===== src/rtl/router_output_ctrl_arb_sep_if.sv =====
// Request/grant bundle between the three input controls and one output-port arbiter.
// master: input side (drives requests, domain bits and downstream ready); slave: arbiter.
// Signals: reqs/req_domain (per-port request + security domain), out_rdy, grants, sel, out_val, out_domain.
interface router_output_ctrl_arb_sep_if;
  logic [2:0] reqs;
  logic [2:0] req_domain;
  logic       out_rdy;
  logic [2:0] grants;
  logic [1:0] sel;
  logic       out_val;
  logic       out_domain;

  modport master (
    output reqs, req_domain, out_rdy,
    input  grants, sel, out_val, out_domain
  );

  modport slave (
    input  reqs, req_domain, out_rdy,
    output grants, sel, out_val, out_domain
  );
endinterface


===== src/rtl/router_output_ctrl_arb_sep.sv =====
// Purpose: two-domain output-port arbiter, alternating domain priority, one round-robin pointer per domain.
// Latency: grants/sel/out_val/out_domain are combinational from the inputs (zero cycles).
// Backpressure: nothing is granted while out_rdy=0; priority and pointers hold until a transfer.
//
// Ports: clk, reset (async active-low), bus (slave modport): reqs, req_domain, out_rdy in;
//        grants (one-hot), sel (winner index), out_val, out_domain out.
// Optional macro ROUTER_OUTPUT_ARB_TDM_EN: strict time-division -- priority toggles every cycle
// and only the priority domain may win; undefined gives the work-conserving arbiter.
module router_output_ctrl_arb_sep #(
  parameter int   p_num_inputs   = 3,
  parameter logic p_reset_domain = 1'b0
) (
  input logic                          clk,
  input logic                          reset,
  router_output_ctrl_arb_sep_if.slave  bus
);

  if (p_num_inputs != 3) begin : g_bad_width
    $error("router_output_ctrl_arb_sep supports exactly 3 inputs");
  end

  logic       dom_pri;
  logic [1:0] ptr_d0;
  logic [1:0] ptr_d1;

  logic [2:0] m0;
  logic [2:0] m1;
  logic       has_win;
  logic       win_dom;
  logic [1:0] win_idx;
  logic       xfer;

  // Modulo-3 increment; pointers never hold 3.
  function automatic logic [1:0] inc_mod3(input logic [1:0] p);
    return (p == 2'd2) ? 2'd0 : p + 2'd1;
  endfunction

  // First set bit of mask scanning ptr, ptr+1, ptr+2 (mod 3). Later checks
  // overwrite earlier ones, so the position nearest ptr wins.
  function automatic logic [1:0] rr_pick(input logic [2:0] mask, input logic [1:0] ptr);
    logic [1:0] i0, i1, i2, pick;
    i0   = ptr;
    i1   = inc_mod3(i0);
    i2   = inc_mod3(i1);
    pick = 2'd0;
    if (mask[i2]) pick = i2;
    if (mask[i1]) pick = i1;
    if (mask[i0]) pick = i0;
    return pick;
  endfunction

  always_comb begin
    // Masking with reqs first keeps an unknown domain bit on an idle port out of the decision.
    m0 = bus.reqs & ~bus.req_domain;
    m1 = bus.reqs &  bus.req_domain;

    win_dom = dom_pri;
`ifdef ROUTER_OUTPUT_ARB_TDM_EN
    has_win = dom_pri ? (|m1) : (|m0);
`else
    has_win = (|m0) | (|m1);
    if (dom_pri ? ~(|m1) : ~(|m0)) begin
      win_dom = ~dom_pri;
    end
`endif

    win_idx = win_dom ? rr_pick(m1, ptr_d1) : rr_pick(m0, ptr_d0);

    // Gating with reset keeps grants off while the arbiter is held in reset.
    xfer = has_win & bus.out_rdy & reset;

    bus.grants     = 3'b000;
    bus.sel        = 2'd0;
    bus.out_val    = 1'b0;
    bus.out_domain = 1'b0;
    if (xfer) begin
      bus.grants[win_idx] = 1'b1;
      bus.sel             = win_idx;
      bus.out_val         = 1'b1;
      bus.out_domain      = win_dom;
    end
  end

  always_ff @(posedge clk or negedge reset) begin
    if (!reset) begin
      dom_pri <= p_reset_domain;
      ptr_d0  <= 2'd0;
      ptr_d1  <= 2'd0;
    end else begin
`ifdef ROUTER_OUTPUT_ARB_TDM_EN
      dom_pri <= ~dom_pri;
`else
      if (xfer) dom_pri <= ~win_dom;
`endif
      // Only the winning domain's pointer advances; the other domain never sees this traffic.
      if (xfer) begin
        if (win_dom) ptr_d1 <= inc_mod3(win_idx);
        else         ptr_d0 <= inc_mod3(win_idx);
      end
    end
  end

endmodule


===== src/flat_wrapper.sv =====
// flat-port wrapper written by rule: the top's interface ports become plain ports
module router_output_ctrl_arb_sep_flat 
#(
  parameter int   p_num_inputs   = 3,
  parameter logic p_reset_domain = 1'b0
)
  (clk, reset, bus_reqs, bus_req_domain, bus_out_rdy, bus_grants, bus_sel, bus_out_val, bus_out_domain);
  router_output_ctrl_arb_sep_if bus_i ();
  input logic clk;
  input logic reset;
  input wire logic [$bits(bus_i.reqs)-1:0] bus_reqs;
  input wire logic [$bits(bus_i.req_domain)-1:0] bus_req_domain;
  input wire logic [$bits(bus_i.out_rdy)-1:0] bus_out_rdy;
  output wire logic [$bits(bus_i.grants)-1:0] bus_grants;
  output wire logic [$bits(bus_i.sel)-1:0] bus_sel;
  output wire logic [$bits(bus_i.out_val)-1:0] bus_out_val;
  output wire logic [$bits(bus_i.out_domain)-1:0] bus_out_domain;
  assign bus_i.reqs = bus_reqs;
  assign bus_i.req_domain = bus_req_domain;
  assign bus_i.out_rdy = bus_out_rdy;
  assign bus_grants = bus_i.grants;
  assign bus_sel = bus_i.sel;
  assign bus_out_val = bus_i.out_val;
  assign bus_out_domain = bus_i.out_domain;
  router_output_ctrl_arb_sep #(.p_num_inputs(p_num_inputs), .p_reset_domain(p_reset_domain)) u_core (.clk(clk), .reset(reset), .bus(bus_i));
endmodule

===== config.mk =====
export PLATFORM = sky130hd
export DESIGN_NAME = router_output_ctrl_arb_sep_flat
export DESIGN_NICKNAME = d
export VERILOG_FILES = /design/src/rtl/router_output_ctrl_arb_sep_if.sv /design/src/rtl/router_output_ctrl_arb_sep.sv /design/src/flat_wrapper.sv
export SDC_FILE = /design/constraint.sdc
export NUM_CORES = 1
export LEC_CHECK = 0
export BUFFER_PORTS_ARGS = -buffer_cell sky130_fd_sc_hd__buf_2
export CAP_MARGIN = 20
export CORE_ASPECT_RATIO = 1.1
export CORE_MARGIN = 2
export CORE_UTILIZATION = 34
export DETAILED_ROUTE_END_ITERATION = 10
export SLEW_MARGIN = 20
export SYNTH_ARGS = -nofsm -noshare
export SYNTH_HDL_FRONTEND = slang
export SYNTH_SLANG_ARGS = --single-unit

===== constraint.sdc =====
create_clock -name clk -period 1.45 [get_ports clk]
set_input_delay 0.0725 -clock clk [delete_from_list [all_inputs] [get_ports clk]]
set_output_delay 0.0725 -clock clk [all_outputs]
set_load 0.03 [all_outputs]

==> results.txt <==
* Result of the run: finished, violations left
* Failing checks: negative setup slack
- The floorplan has 15 rows.
* Commonest register cell after synthesis: dfrtp_1
- The filler cells instantiated in the layout total 119.
- Die boundary height: between 40 and 50 um
* Synth top area cells: dfrtp_1 (23%), a21oi_1 (6.5%), and2b_4 (5.6%), a21boi_2 (4.2%), mux2_1 (4.2%)
- After detailed routing, the wire length on met1 is 813 um.
- The routed design could run at a clock period as short as 1.815 ns.
- The repair_antennas step left the layout with diodes totalling 0.
* Synth top area share: 23.15%
- The initial antenna violation count was 0.
* Number of max-cap violations: 0
* Final hold violation count: 0
- The analysis attributes to cell leakage a power of 0.4160 nW.
* Setup slack of the critical path after layout: -0.3651 ns
- In this run the worst path has a maximum fanout of 5.
* Worst slew margin: 68.31%
* Residual antenna-violating net count after detailed routing: 0
- DRT Pass-1 Iters: 4
- TNS Setup: -1.718 ns
- The worst setup path is captured at an output pin.
- VDD sags by at most 712.8 uV.
* Path type of the worst min-delay path: primary input to async pin
* Highest metal layer used by the detailed router: met4
* Clock-pin slew of the registers on the worst-case setup and hold paths: 0.05 ns
* Syn Inst Count: 58
- Arrival time at the worst endpoint: 1.74 ns
- When the netlist entered floorplanning its net count stood at 67.
* End of the worst register-to-register path: u_core.ptr_d0[0]
* Fmax achieved: 550.9 MHz
* Mean number of vias per cell: 5.835
* Leading cell type in the layout, fill and taps excluded: buf_4
* Number of sinks driven by the clock tree: 5
- Detailed router's first-iteration violation count: 10
- The first global-routing pass estimated 2.753 mm of wire.
- Total detailed-routing wirelength: 1.800 mm
- After detailed routing, the met2 layer carries 885 um of wire.
* Post-Syn Area: 540.5 sq um
- Total Nets Final: around 110
- Clock root buffer: clkbuf_4
* Post-detailed-route wirelength per cell: 15.65 um
* Deepest clock path buffer count: 2
- During synthesis, Yosys emitted a total of 0 warnings.
- Via count of the routed design: between 600 and 700
* Layout overhead on the synthesized area: 80.09%
- Setup violation total in the final timing report: 6
- STA puts the critical path data required time at 1.38 ns.
* Clock tree from TritonCTS: done
* Register bit count reported by yosys: 5
* Sequential-to-total area share from yosys stat: between 20 and 25%
- Of the cells placed in the final design, the portion with a size suffix greater than 1 is 65.31%.
- For this run the aggregate overflow at the end of global routing stands at 0.
- In this run the standard cell core region covers 1520 sq um.
- Wire segments on met3 add up to 65 um in the final route.
- Post-route DRC violation count: 0
- The number of slew-limit violations in the final report was 0.
* Post-DP HPWL: 1.255 mm
- A synthesized cell averages 9.319 sq um.
- The synthesized design contains 0 enable-type register cells.
* Io pins: 16
* Global router's overall resource usage: 19.24%
- At the pin with the least slew margin, the transition time is roughly 0.47 ns.
* Portion of the clock cycle consumed by the worst path in the final layout: 125.2%
* Startpoint class of the critical path: flip-flop
* Clock latency at the later pin of the worst-skew pair: 0.25 ns
- In this run the tool buffered the top-level ports with 15 buffer cells.
- End-of-flow core utilization: 64.03%
- CTS buffer count: 3
* Proportion of synthesized flip-flops having asynchronous set or reset: 100.0%
* Routability congestion estimate from global placement: 0.8043
- The number of global-route vias before repair was 632.
- Beginning of the worst register-to-register path: u_core.ptr_d0[1]
- Number of library cell types mapped by synthesis: 36
- Crit Path Class: flip-flop to output pin
- The largest total area in the synthesized netlist belongs to dfrtp_1.
- Worst Clk Skew: 0.003802 ns
* Reg2reg path depth: 6
- In the final layout, the multi-input gates occupy 505.5 sq um.
* Cell Pwr Density: 981.8 nW/um^2
* Reg2reg setup slack: -0.12 ns
- Hold timing on the final database bottoms out at a slack of between 0.2 and 0.3 ns.
- Prior to clock tree synthesis, the placed netlist has a worst setup slack of -0.1727 ns.
- Entering global routing, the biggest net connects 8 pins.
- Area of the die: 1925 sq um
- Setup repair after global routing missed its margin: true
- The sequential cells in the finished layout cover a total of 128.9 sq um.
* Effective utilization at floorplan: 35.56%
- In this run the number of H-tree levels came out at 1.
- Commonest cells after routing, fill and taps aside: buf_4 (17), buf_2 (9), buf_6 (9)
* Horiz. Die Dim: roughly 42 um
==> cell type report <==
| type | count | area share (%) |
|---|---|---|
| sequential | 5 | 13.24 |
| timing repair buffer | 36 | 29.18 |
| inverter | 2 | 0.7712 |
| clock buffer | 4 | 2.699 |
| tap | 17 | 2.185 |
| multi-input combinational | 51 | 51.93 |
==> worst max-delay path by stage <==
stage	start	end	slack [ns]	depth (start not counted)
floorplan	u_core.ptr_d0[1]	bus_grants[2]	-0.14	4
global route	u_core.ptr_d0[0]	bus_grants[2]	-0.44	5
CTS	u_core.ptr_d0[1]	bus_grants[2]	-0.37	5
finish	u_core.ptr_d0[1]	bus_grants[1]	-0.37	5
detailed placement	u_core.dom_pri	bus_grants[1]	-0.17	4
global placement	u_core.dom_pri	bus_sel[0]	-0.19	5
==> synthesized netlist by cell type, types with 2 or more instances <==
library cell	number
a311oi_1	2
inv_1	2
a21oi_1	7
nand2_1	4
a21boi_2	2
dfrtp_1	5
mux2_1	2
o2111a_1	2
nand3_1	3
and2b_4	3
==> where the power goes <==
part	switching (W)	internal (W)
Clock	0.0000612	0.000104
Combinational	0.000232	0.000288
Sequential	0.0000779	0.000192
==> state kept, by name, indices dropped and copies added (netlist names) <==
name,count
u_core.ptr_d1,2
u_core.dom_pri,1
u_core.ptr_d0,2
==> logic make-up (layout without fill, tap and decap cells) <==
group / after synthesis / in the layout / share of synthesized area [%]
mux: 4 / 4 / 8.101
compound gates: 22 / 22 / 33.33
flops: 5 / 5 / 23.15
simple gates: 25 / 25 / 34.03
buf+inv: 2 / 42 / 1.389
==> metrics by stage <==
step	power (W)	instance area, sq um	instances
finish	0.0009557	973.4	115
global route	0.001012	973.4	115
CTS	0.0008848	918.4	113
detailed placement	0.0006434	810.8	107
global placement	0.0006357	810.8	107
floorplan	0.0004850	586.8	58
==> what timing repair did <==
item,in CTS,in global routing
endpoints found under the hold margin,5,0
endpoints found under the setup margin,8,9
setup buffers,1,2
gates resized for setup,18,10
pin swaps,7,1
hold buffers,1,0
cloned,0,0
==> per-layer routing <==
layer,track usage [%],vias to the layer above
li1,-,316
met4,9.375,0
met5,0,-
met2,34.06,19
met3,3.571,4
met1,22.73,332
==> worst max-delay path, cell delays in order, from the launching register on <==
cell	delay [ns]
dfrtp_2	0.43
nand3b_1	0.12
a21oi_2	0.08
or4b_4	0.58
a21oi_4	0.14
buf_6	0.14
Note: power is estimated with default switching activity, not from simulation.
